## src/rtl/kj_width_buffer.sv

```systemverilog
// Circular word buffer: K words in, J words out, WIDTH bits per word.
// Optional sticky error flag for rejected requests when KJ_BUF_ERR_EN is defined.
module kj_width_buffer #(
  parameter int unsigned WIDTH = 8,
  parameter int unsigned K     = 4,
  parameter int unsigned J     = 4,
  parameter int unsigned DEPTH = 16
) (
  input  logic               clk,
  input  logic               rst,
  input  logic               w_en,
  input  logic               r_en,
  input  logic [WIDTH*K-1:0] par_in,
  output logic [WIDTH*J-1:0] par_out,
  output logic               empty,
  output logic               ready,
  output logic               full,
`ifdef KJ_BUF_ERR_EN
  output logic               err,
`endif
  output logic               valid
);

  localparam int unsigned AW = $clog2(DEPTH);
  localparam int unsigned CW = AW + 1;

  logic [WIDTH-1:0]   mem_q [DEPTH];
  logic [AW-1:0]      wptr_q, wptr_d;
  logic [AW-1:0]      rptr_q, rptr_d;
  logic [CW-1:0]      count_q, count_d;
  logic [WIDTH*J-1:0] par_out_q, par_out_d;
  logic               valid_q, valid_d;
  logic               w_acc, r_ok, r_acc;

  // Status flags derive from the registered occupancy only.
  assign empty = (count_q == '0);
  assign full  = (count_q == CW'(DEPTH));
  assign ready = ((CW'(DEPTH) - count_q) >= CW'(K));
  assign r_ok  = (count_q >= CW'(J));
  assign w_acc = w_en & ready;
  assign r_acc = r_en & r_ok;

  always_comb begin
    wptr_d    = wptr_q;
    rptr_d    = rptr_q;
    par_out_d = par_out_q;
    valid_d   = 1'b0;
    count_d   = count_q + (w_acc ? CW'(K) : '0) - (r_acc ? CW'(J) : '0);
    if (w_acc) begin
      wptr_d = wptr_q + AW'(K);
    end
    if (r_acc) begin
      rptr_d  = rptr_q + AW'(J);
      valid_d = 1'b1;
      for (int unsigned j = 0; j < J; j++) begin
        par_out_d[j*WIDTH +: WIDTH] = mem_q[rptr_q + AW'(j)];
      end
    end
  end

  always_ff @(posedge clk or negedge rst) begin
    if (!rst) begin
      wptr_q    <= '0;
      rptr_q    <= '0;
      count_q   <= '0;
      par_out_q <= '0;
      valid_q   <= 1'b0;
    end else begin
      wptr_q    <= wptr_d;
      rptr_q    <= rptr_d;
      count_q   <= count_d;
      par_out_q <= par_out_d;
      valid_q   <= valid_d;
    end
  end

  // Storage is not reset; occupancy alone decides what is live.
  always_ff @(posedge clk) begin
    if (w_acc) begin
      for (int unsigned i = 0; i < K; i++) begin
        mem_q[wptr_q + AW'(i)] <= par_in[i*WIDTH +: WIDTH];
      end
    end
  end

  assign par_out = par_out_q;
  assign valid   = valid_q;

`ifdef KJ_BUF_ERR_EN
  logic err_q, err_d;

  always_comb begin
    err_d = err_q | (w_en & ~ready) | (r_en & ~r_ok);
  end

  always_ff @(posedge clk or negedge rst) begin
    if (!rst) begin
      err_q <= 1'b0;
    end else begin
      err_q <= err_d;
    end
  end

  assign err = err_q;
`endif

endmodule

```

## config.mk

```make
export PLATFORM = sky130hd
export DESIGN_NAME = kj_width_buffer
export DESIGN_NICKNAME = d
export VERILOG_FILES = /design/src/rtl/kj_width_buffer.sv
export SDC_FILE = /design/constraint.sdc
export NUM_CORES = 1
export LEC_CHECK = 0
export BUFFER_PORTS_ARGS = -buffer_cell sky130_fd_sc_hd__buf_2
export CAP_MARGIN = 20
export CELL_PAD_IN_SITES_DETAIL_PLACEMENT = 1
export CELL_PAD_IN_SITES_GLOBAL_PLACEMENT = 1
export CORE_ASPECT_RATIO = 0.8
export CORE_MARGIN = 2
export CORE_UTILIZATION = 40
export CTS_CLUSTER_DIAMETER = 50
export CTS_CLUSTER_SIZE = 30
export DETAILED_ROUTE_END_ITERATION = 12
export PLACE_DENSITY_LB_ADDON = 0.1
export SYNTH_ARGS = -nofsm -noshare
export SYNTH_HDL_FRONTEND = slang
export SYNTH_SLANG_ARGS = --single-unit
```

## constraint.sdc

```tcl
create_clock -name clk -period 2.91 [get_ports clk]
set_clock_uncertainty 0.15 [all_clocks]
set_input_delay 0.582 -clock clk [delete_from_list [all_inputs] [get_ports clk]]
set_output_delay 0.582 -clock clk [all_outputs]
set_load 0.02 [all_outputs]
```

Word level (Yosys, flattened, before mapping)
Memories as Yosys holds them, arrays and structs flattened. A register that Yosys moved wholly into a read port is not among the register bits.
Index checks and enable logic that the tools add are counted.

cells by class
  $lt $le $gt $ge = 2
  reduce and logical (&&, ||, !) cells = 5
  add/subtract/negate cells = 11
  multiplexer cells = 5
  bitwise operators = 2
  equality and inequality tests = 1

operators with widths
  operator                                                           number
  adder 4 x 2 -> 4 bit, second input constant                        4
  greater-or-equal comparator 5 x 3 -> 1 bit, second input constant  2
  adder 4 x 1 -> 4 bit, second input constant                        2
  adder 4 x 3 -> 4 bit, second input constant                        2
  two-way mux 3 bit                                                  2
  adder 5 x 3 -> 5 bit                                               1
  equality test 5 bit, second input constant                         1
  logical NOT 5 bit                                                  1
  subtractor 5 x 3 -> 5 bit                                          1
  subtractor 5 bit, first input constant                             1
  logical NOT 1 bit                                                  4
  two-way mux 1 bit                                                  3
  AND 1 bit                                                          2

storage, ports and cells
  logic and storage cells = 31
  memories = 1
  bits in writable memories = 128
  output and inout port bits = 36
  bits in registers = 14

memory list
  memory  words  bits a word  rd ports  clocked after memory_dff  write ports  RTL line  text
  mem_q   16     8            4         4                         4            27        logic [WIDTH-1:0] mem_q [DEPTH];

Depth between registers and ports, before layout
Gate-level depths: netlist of run 1.

  word-level depth = 6
  gate-level depth with buffers = 11
  depth with buffers taken out = 10

Worst setup path after synthesis of run 1
OpenSTA, ideal clock, no wires.

  path kind = flip-flop to flip-flop
  from = register count_q[2]
  to = register count_q[3]
  data required time = 2.625 ns
  setup slack = -0.117 ns
  arrival = 2.742 ns
  stages on the path, launching flop included = 11
  cells stage by stage = dfrtp_1 inv_1 ha_1 ha_1 or4b_1 clkbuf_1 and2_4 inv_1 fa_1 inv_1 fa_1

between the ends
  cells in the longest elaborated chain, start to end = 6
  elaborated cells between the ends (all ways) = 9
  classes of those cells = add/sub: 3; order compare: 2; mux: 2; bitwise: 2

ends and longest elaborated chain
  element                                     RTL line  text
  start: declaration                          30        logic [CW-1:0] count_q, count_d;
  start signal: assignment                    71        count_q <= count_d;
  subtractor 5 bit                            38        assign ready = ((CW'(DEPTH) - count_q) >= CW'(K));
  greater-or-equal comparator 5 x 3 -> 1 bit  38
  named net ready                             16        output logic ready,
  AND 1 bit                                   40        assign w_acc = w_en & ready;
  two-way mux 3 bit                           48        count_d = count_q + (w_acc ? CW'(K) : '0) - (r_acc ? CW'(J) : '0);
  adder 5 x 3 -> 5 bit                        48
  subtractor 5 x 3 -> 5 bit                   48
  named net count_d[3]                        30

The timed path passes the listed nets, and every way through them passes these cells.
A chain may end at the register's enable or synchronous reset.

Worst setup path in the final report of run 1
  from = register count_q[2]
  to = output ready

between the ends
  cells in the longest elaborated chain, start to end = 2

ends and longest elaborated chain
  element                                     RTL line
  subtractor 5 bit                            38
  greater-or-equal comparator 5 x 3 -> 1 bit  38
  end: declaration                            16

No other way between the ends.

==> flow_metrics.py, run 1 <==
metrics = {
    "logic_synthesis": {
        "synth_top_area_frac": 0.607,
        "yosys_warnings": 0,
        "syn-cell-area_mm2": 0.00634,
        "yosysMostFrequentCell": "edfxtp_1",
        "syn_nets": 329,
        "yosysTopAreaCell": "edfxtp_1",
        "synth_cells": 281,
        "synth_top_flop_cell": "edfxtp_1",
        "synth_cell_types": 22,
        "ys_ff_latch": 168,
        "synthTopCellsByArea": "edfxtp_1 (61%), dfrtp_1 (16%), mux4_2 (11%)",
        "synthArstFlopShare": 0.238,
        "synth_edf_count": 128,
        "yosysSeqAreaShare": 0.765,
        "synthTopCellsByCount": "edfxtp_1 (128), dfrtp_1 (40), mux2_2 (32)",
        "avgSynthCellArea_um2": 22.5,
    },
    "route": {
        "via_count": 2879,
        "totalWireLength_um": 11600,
        "ant_nets": 0,
        "drt-pass1-iter-count": 4,
        "drc": 0,
        "drtIter0Drc": 120,
        "avgRoutedWirePerCell_um": 19.6,
        "vias_per_cell": 4.84,
    },
    "clock_tree": {
        "htree_num_levels": 4,
        "cts_tree": "yes",
        "clkTransAtPathRegs_ns": 0.06,
        "cts_buffer_depth": 2,
        "cts_root_buffer": "clkbuf_16",
        "ctsHoldBuffers": 0,
        "cts_sinks": 168,
        "cts_made_buffers": 17,
        "insertion_delay_ns": 0.41,
    },
    "power": {
        "ir_drop_mv": 0.425,
        "pwr-share-seq": 0.427,
        "p_comb_frac": 0.288,
        "clock_power_share": 0.285,
        "power.leakage_nw": 2.79,
        "switchingPower_w": 0.00249,
        "internal-power_w": 0.00597,
        "netSwitchingFraction": 0.294,
        "power.density_mw_per_mm2": 1110,
    },
    "timing": {
        "max_freq_ghz": 0.355,
        "final-setup-viol-count": 0,
        "tns_ns": 0,
        "hold_viol": 0,
        "fin_crit_sh": 0.969,
        "tightest_slew_ns": 0.921,
        "period_needed_ns": 2.82,
        "rsz0062_at_grt": "no",
        "drv_slew": 0,
        "slew-limit-headroom": 0.386,
        "worst_hold_slack_ns": 0.0521,
    },
    "place": {
        "dp_hpwl_um": 6920,
        "place_inst": 563,
        "io_buffer_count": 71,
        "place_congestion": 0.692,
    },
    "setup_path": {
        "cp_top_family": "adder cells",
        "worstPathArrival_ns": 2.09,
        "worstSetupPathType": "flop to output port",
        "rr_worst_depth": 9,
        "slowest_stage": "or4b_4",
        "regToRegSetupSlack_ns": 0.11,
        "cp_slowest_stage_delay_ns": 0.47,
        "crit_buf_inv": 3,
        "cp_common_cell": "ha_1",
        "r2r-start": "count_q[2]",
        "path_cells": "inv_2, ha_1, ha_1, or4b_4, buf_6, buf_2",
        "endpoint_kind": "output port",
        "path_max_fanout": 6,
        "critical_path_required_ns": 2.18,
        "worst_setup_path_start_kind": "flop",
        "r2r_end": "count_q[3]",
    },
    "floorplanning": {
        "dieArea_mm2": 0.0169,
        "die_x_um": 145,
        "die_y_um": 117,
        "initial_core_util": 0.405,
        "std_cell_rows": 41,
        "num_io_pins": 72,
        "coreArea_mm2": 0.0156,
    },
    "finish": {
        "diodes": 0,
        "area_growth_syn_to_layout_pct": 20.0,
        "fin_cells": 595,
        "layout-drive-gt1-share": 0.487,
        "layout.nets": 415,
    },
    "min_path": {
        "min_path_type": "primary input to async pin",
    },
    "global_route": {
        "antenna_found_initial": 0,
        "grt_usage": 0.153,
        "grt_pass1_vias": 3170,
        "grt_overflow": 0,
        "grt_max_degree": 34,
        "grt_first_pass_wirelength_um": 18200,
    },
    "job": {
        "maxCapViolCount": 0,
    },
    "run_status": {
        "outcome": "complete, no violations",
    },
}
[sequential cells by signal, summed over array words and instances, names as in the netlist]
signal / flops
rptr_q: 2
count_q: 3
par_out: 32
mem_q: 128
wptr_q: 2
valid: 1
[power by group through the flow]
stage | sequential, W | combinational, W | clock (W)
after floorplan | 0.00383 | 0.00154 | 0
after global placement | 0.00364 | 0.00245 | 0
after CTS | 0.00363 | 0.00251 | 0.00246
after global routing | 0.00371 | 0.00267 | 0.00255
after detailed placement | 0.00368 | 0.00248 | 0
final | 0.00362 | 0.00244 | 0.00241
[cell usage in the layout, fill, tap and decap left out, drive strengths merged]
master and count:
nand2b 1, and2 1, fa 2, clkbuf 21
dfrtp 40, or4b 1, inv 10, mux2 32
edfxtp 128, ha 10, and3 4, o211ai 1
mux4 32, nand3 1, o21ai 2, clkinv 2
clkinvlp 4, bufinv 4, buf 79, xnor2 4
nor2b 1
[area by class of cell]
| cell class | count | area [um^2] |
|---|---|---|
| clock buffer | 21 | 470 |
| timing repair buffer | 79 | 432 |
| tap | 215 | 269 |
| clock inverter | 11 | 169 |
| inverter | 9 | 33.8 |
| fill | 1452 | 8040 |
| multi-input combinational | 92 | 1380 |
| sequential | 168 | 4850 |
[timing repair]
item	4_1_cts	5_1_grt
resized for setup	1	3
cloned	0	0
buffers inserted	0	0
pin swaps	0	2
endpoints found under the setup margin	1	2
[layer usage]
layer	global-route usage	wire (um)	up-vias
li1	-	-	1288
met5	0	0	-
met4	0.0479	154	0
met2	0.241	5560	68
met1	0.204	5380	1511
met3	0.0504	547	12
[stage by stage]
step / setup slack (ns) / cell area, um^2 / power [W] / utilization
finish: 0.0909 / 7600 / 0.00846 / 0.486
global route: 0.000462 / 7600 / 0.00893 / 0.486
CTS: 0.0209 / 7600 / 0.00860 / 0.486
detailed placement: 0.0408 / 6960 / 0.00616 / 0.445
global placement: 0.108 / 6960 / 0.00610 / 0.445
floorplan: 0.00156 / 6350 / 0.00537 / -
[cells by family (layout without fill, tap and decap cells)]
kind of cell / Yosys count / count (layout) / share of synthesized area
flops: 168 / 168 / 0.765
mux: 64 / 64 / 0.171
buf+inv: 21 / 120 / 0.0195
fa+ha+maj: 12 / 12 / 0.0261
simple gates: 9 / 9 / 0.00968
xor+xnor: 4 / 4 / 0.00553
compound gates: 3 / 3 / 0.00336
[how the worst max path moves through the flow]
stage / end / depth (start not counted) / start
finish: ready / 6 / count_q[2]
floorplan: count_q[3] / 10 / count_q[2]
detailed placement: count_q[3] / 8 / count_q[2]
CTS: ready / 5 / count_q[2]
global placement: count_q[3] / 9 / count_q[2]
global route: ready / 6 / count_q[2]
Power figures use the tool's default switching activity.
==> run 2: changes to the inputs <==
CORE_UTILIZATION = 46   (was 40)
==> flow_metrics.py, run 2 (synthesis gave the netlist of run 1 again) <==
metrics = {
    "power": {
        "power.density_mw_per_mm2": 1080,
        "power.leakage_nw": 2.78,
        "ir_drop_mv": 0.497,
    },
    "route": {
        "drt-pass1-iter-count": 4,
        "vias_per_cell": 5.18,
        "ant_nets": 0,
        "via_count": 2921,
        "totalWireLength_um": 11400,
        "drc": 0,
        "avgRoutedWirePerCell_um": 20.3,
        "drtIter0Drc": 144,
    },
    "finish": {
        "final_cell_mix": "edfxtp_1 (128), buf_2 (71), dfrtp_1 (38)",
        "largest_reg_flops": 128,
        "layout_commonest_cell": "edfxtp_1",
        "top_register": "mem_q",
        "utilization": 0.558,
        "area_growth_syn_to_layout_pct": 19.0,
        "diodes": 0,
        "final_area_mm2": 0.00754,
        "fillers": 1222,
        "layout-drive-gt1-share": 0.490,
        "layout.nets": 419,
    },
    "floorplanning": {
        "coreArea_mm2": 0.0135,
        "die_x_um": 135,
        "initial_core_util": 0.469,
        "std_cell_rows": 38,
        "num_io_pins": 72,
        "die_y_um": 109,
        "dieArea_mm2": 0.0147,
    },
    "clock_tree": {
        "insertion_delay_ns": 0.42,
        "clkTransAtPathRegs_ns": 0.06,
        "cts_made_buffers": 17,
        "cts_tree": "yes",
        "htree_num_levels": 4,
        "cts_sinks": 168,
        "cts_buffer_depth": 2,
        "cts_root_buffer": "clkbuf_16",
    },
    "place": {
        "io_buffer_count": 71,
        "placed_area_mm2": 0.00693,
        "place_congestion": 0.696,
        "dp_hpwl_um": 6790,
    },
    "global_route": {
        "grt_max_degree": 41,
        "grt_pass1_vias": 3185,
        "grt_overflow": 0,
        "antenna_found_initial": 0,
        "grt_usage": 0.172,
        "grt_first_pass_wirelength_um": 17800,
    },
    "setup_path": {
        "endpoint_kind": "output port",
        "path_max_fanout": 6,
        "cp_top_family": "simple AND/OR/NAND/NOR gates",
        "path_cells": "buf_4, ha_1, or4b_4, buf_6, buf_2",
        "cp_slowest_stage_delay_ns": 0.55,
        "slowest_stage": "or4b_4",
        "worstSetupPathType": "flop to output port",
        "worst_setup_path_start_kind": "flop",
        "crit_buf_inv": 3,
        "worstPathArrival_ns": 2.08,
        "critical_path_required_ns": 2.18,
    },
    "timing": {
        "final-setup-viol-count": 0,
        "max_freq_ghz": 0.355,
        "tns_ns": 0,
        "period_needed_ns": 2.81,
        "tightest_slew_ns": 0.886,
        "rsz0062_at_grt": "no",
        "slew-limit-headroom": 0.410,
        "drv_slew": 0,
        "hold_viol": 0,
        "fin_crit_sh": 0.967,
    },
    "min_path": {
        "min_path_type": "primary input to flop",
    },
    "job": {
        "maxCapViolCount": 0,
    },
    "run_status": {
        "outcome": "complete, no violations",
    },
}
==> run 2: cell types whose count changed in the layout (fill, tap and decap cells not counted) <==
cell	previous run	this run
ha_2	0	1
clkinv_2	2	4
dlygate4sd3_1	0	1
buf_12	1	3
buf_4	6	7
clkinv_4	0	1
clkbuf_8	3	2
clkbuf_1	1	2
bufinv_16	4	1
ha_1	10	9
==> run 2: metal layers <==
| layer | routed length [um] | track usage | up-vias | part of all wire |
|---|---|---|---|---|
| li1 | - | - | 1303 | - |
| met1 | 5280 | 0.227 | 1547 | 0.46 |
| met2 | 5550 | 0.273 | 57 | 0.49 |
| met3 | 450 | 0.0493 | 14 | 0.039 |
| met4 | 153 | 0.0737 | 0 | 0.013 |
| met5 | 0 | 0 | - | 0 |
==> run 2: through the flow <==
stage	hold slack [ns]	setup slack [ns]	cells	power, W
2_1_floorplan	0.136	0.00156	281	0.00537
3_3_place_gp	0.332	0.0433	529	0.00607
3_5_place_dp	0.340	-0.00799	529	0.00617
4_1_cts	0.201	0.0435	562	0.00830
5_1_grt	0.212	0.0103	564	0.00865
6_report	0.227	0.0954	564	0.00817
==> run 2: area by class of cell <==
class                           instances  area [um^2]  share of cell area
Sequential cell                       168         4850               0.643
Tap cell                              180          225              0.0299
Multi-Input combinational cell         92         1390               0.184
Clock inverter                         11         97.6              0.0129
Inverter                                9         33.8             0.00448
Timing Repair Buffer                   83          489              0.0649
Clock buffer                           21          460              0.0611
==> run 2: power breakdown <==
group,switching [W],internal (W)
Combinational,0.00135,0.00117
Clock,0.000867,0.00122
Sequential,0.000254,0.00332
Total,0.00247,0.00571
==> run 2: path summary, 6_finish.rpt <==
check                                 start     endpoint  slack (ns)  cells past startpoint
worst max-delay path             count_q[2]        ready         0.1                      5
worst min-delay path              par_in[0]  mem_q[0][0]        0.23                      1
worst max register to register   count_q[2]   count_q[3]        0.15                      8
worst min register to register  par_out[13]  par_out[13]        0.35                      1
max in group asynchronous               rst    rptr_q[2]        1.60                      3
min in group asynchronous               rst        valid        0.50                      2
==> run 2: what timing repair did <==
| item | in CTS | in global routing |
|---|---|---|
| setup endpoints to repair | 2 | 2 |
| hold endpoints to repair | 0 | 17 |
| pin swaps | 0 | 2 |
| setup buffers | 1 | 0 |
| hold buffers | 0 | 1 |
| gates resized for setup | 0 | 5 |
==> run 3: changes to the inputs <==
ABC_AREA = 1   (was unset)
CORE_UTILIZATION = 42   (was 46)
==> flow_metrics.py, run 3 <==
metrics = {
    "setup_path": {
        "rr_worst_depth": 9,
        "path_max_fanout": 5,
        "r2r_end": "count_q[4]",
        "endpoint_kind": "flop",
        "regToRegSetupSlack_ns": 0.17,
        "r2r-start": "count_q[2]",
        "worstSetupPathType": "flop to flop",
        "worstPathArrival_ns": 2.89,
        "critical_path_required_ns": 3.06,
        "worst_setup_path_start_kind": "flop",
    },
    "finish": {
        "largest_reg_flops": 128,
        "final_cell_mix": "nand2_1 (267), edfxtp_1 (128), inv_1 (90)",
        "layout.nets": 822,
        "layout-drive-gt1-share": 0.201,
        "layout_commonest_cell": "nand2_1",
        "top_register": "mem_q",
        "diodes": 0,
        "fin_cells": 1007,
        "final_area_mm2": 0.00829,
        "area_growth_syn_to_layout_pct": 15.9,
    },
    "power": {
        "internal-power_w": 0.00548,
        "clock_power_share": 0.241,
        "power.density_mw_per_mm2": 1050,
        "netSwitchingFraction": 0.369,
        "pwr-share-seq": 0.408,
        "p_comb_frac": 0.351,
        "ir_drop_mv": 0.579,
        "power.leakage_nw": 3.93,
        "switchingPower_w": 0.00321,
    },
    "route": {
        "totalWireLength_um": 16100,
        "avgRoutedWirePerCell_um": 16.0,
        "drt-pass1-iter-count": 4,
        "vias_per_cell": 4.68,
        "via_count": 4708,
        "ant_nets": 0,
        "drc": 0,
        "drtIter0Drc": 219,
    },
    "clock_tree": {
        "cts_setup_buffers": 0,
        "clkTransAtPathRegs_ns": 0.06,
        "insertion_delay_ns": 0.42,
        "cts_made_buffers": 17,
        "cts_sinks": 168,
        "ctsHoldBuffers": 0,
        "cts_buffer_depth": 2,
        "cts_root_buffer": "clkbuf_16",
        "htree_num_levels": 4,
        "cts_resized": 0,
        "cts_tree": "yes",
    },
    "place": {
        "place_inst": 973,
        "dp_hpwl_um": 10100,
        "io_buffer_count": 71,
        "place_congestion": 0.734,
        "placed_area_mm2": 0.00773,
    },
    "floorplanning": {
        "std_cell_rows": 42,
        "initial_core_util": 0.430,
        "die_y_um": 121,
        "coreArea_mm2": 0.0166,
        "die_x_um": 150,
        "num_io_pins": 72,
        "dieArea_mm2": 0.0181,
    },
    "logic_synthesis": {
        "synth_top_area_frac": 0.538,
        "syn_nets": 742,
        "synthTopCellsByArea": "edfxtp_1 (54%), nand2_1 (14%), dfrtp_1 (14%)",
        "synth_cells": 694,
        "synth_cell_types": 18,
        "synthArstFlopShare": 0.238,
        "avgSynthCellArea_um2": 10.3,
        "ys_ff_latch": 168,
        "yosysSeqAreaShare": 0.678,
        "yosysTopAreaCell": "edfxtp_1",
        "yosys_warnings": 0,
        "synth_edf_count": 128,
        "synthTopCellsByCount": "nand2_1 (267), edfxtp_1 (128), inv_1 (90)",
        "syn-cell-area_mm2": 0.00715,
        "synth_top_flop_cell": "edfxtp_1",
        "yosysMostFrequentCell": "nand2_1",
    },
    "timing": {
        "final-setup-viol-count": 0,
        "hold_viol": 0,
        "max_freq_ghz": 0.365,
        "tightest_slew_ns": 0.783,
        "drv_slew": 0,
        "fin_crit_sh": 0.942,
        "tns_ns": 0,
        "rsz0062_at_grt": "no",
        "period_needed_ns": 2.74,
        "slew-limit-headroom": 0.478,
    },
    "global_route": {
        "grt_pass1_vias": 4996,
        "grt_overflow": 0,
        "antenna_found_initial": 0,
        "grt_max_degree": 67,
        "grt_usage": 0.196,
        "grt_first_pass_wirelength_um": 26500,
    },
    "job": {
        "maxCapViolCount": 0,
    },
    "run_status": {
        "outcome": "complete, no violations",
    },
    "min_path": {
        "min_path_type": "primary input to async pin",
    },
}
## run 3: cell count changes after synthesis, sizes merged, moves of 2 or more
cell / previous run / this run
clkinv: 0 / 15
clkbuf: 2 / 0
buf: 10 / 27
inv: 9 / 128
nand3: 1 / 66
nor2: 0 / 6
nand2: 0 / 268
mux4: 32 / 0
and3: 4 / 0
xnor2: 4 / 2
mux2: 32 / 0
## run 3: logic make-up after synthesis
family                     count (synthesis)  synth area share
xor gates and xnor gates                   2           0.00245
buffers and inverters                    170             0.104
and+or+nand+nor                          341             0.191
adders and majority gates                 12            0.0231
DFF                                      168             0.678
AOI/OAI and AO/OA                          1          0.000699
## run 3: worst max path at each step
stage                     startpoint           to  slack (ns)  cells after the start
after floorplan           count_q[2]  mem_q[0][0]       -0.47                      6
after global placement    count_q[2]   count_q[4]        0.30                      9
after detailed placement  count_q[2]   count_q[4]        0.14                      9
after CTS                 count_q[2]   count_q[4]        0.13                      9
after global routing      count_q[2]   count_q[4]        0.01                      9
final                     count_q[2]   count_q[4]        0.17                      9
## run 3: cell type report
type                    count  area (um^2)
clock buffers              28          497
flip-flops and latches    168         4850
clock inverters             4         47.5
well taps                 220          275
repair buffers             88          495
multi-input cells         356         1590
fillers                  1885         8320
inverters                 143          539
## run 3: stage by stage
step	util	setup slack [ns]	hold WS, ns	total power (W)
after floorplan	-	-0.473	0.136	0.00574
after detailed placement	0.465	0.144	0.309	0.00670
final	0.499	0.170	0.0104	0.00869
after global placement	0.465	0.299	0.307	0.00654
after global routing	0.499	0.0136	0.0402	0.00934
after CTS	0.498	0.135	0.0162	0.00883
## run 3: power by group through the flow
stage	Clock (W)	Combinational, W	Sequential, W
after floorplan	0	0.00188	0.00385
after global placement	0	0.00298	0.00356
after detailed placement	0	0.00310	0.00360
after CTS	0.00215	0.00313	0.00355
after global routing	0.00224	0.00349	0.00361
final	0.00210	0.00305	0.00355
## run 3: metal layers
layer / wire (um) / global-route usage / up-vias / part of all wire
met4: 189 / 0.0596 / 0 / 0.012
met5: 0 / 0 / - / 0
li1: - / - / 2296 / -
met1: 7380 / 0.251 / 2333 / 0.46
met2: 8110 / 0.336 / 65 / 0.50
met3: 452 / 0.0423 / 14 / 0.028
## run 3: critical path: stages, from the launching register on
cell and delay (ns):
dfrtp_1 0.41, inv_1 0.10, ha_1 0.24, ha_1 0.28
nand3b_1 0.17, nand2_1 0.13, fa_1 0.55, inv_1 0.06
fa_1 0.40, xnor2_1 0.14
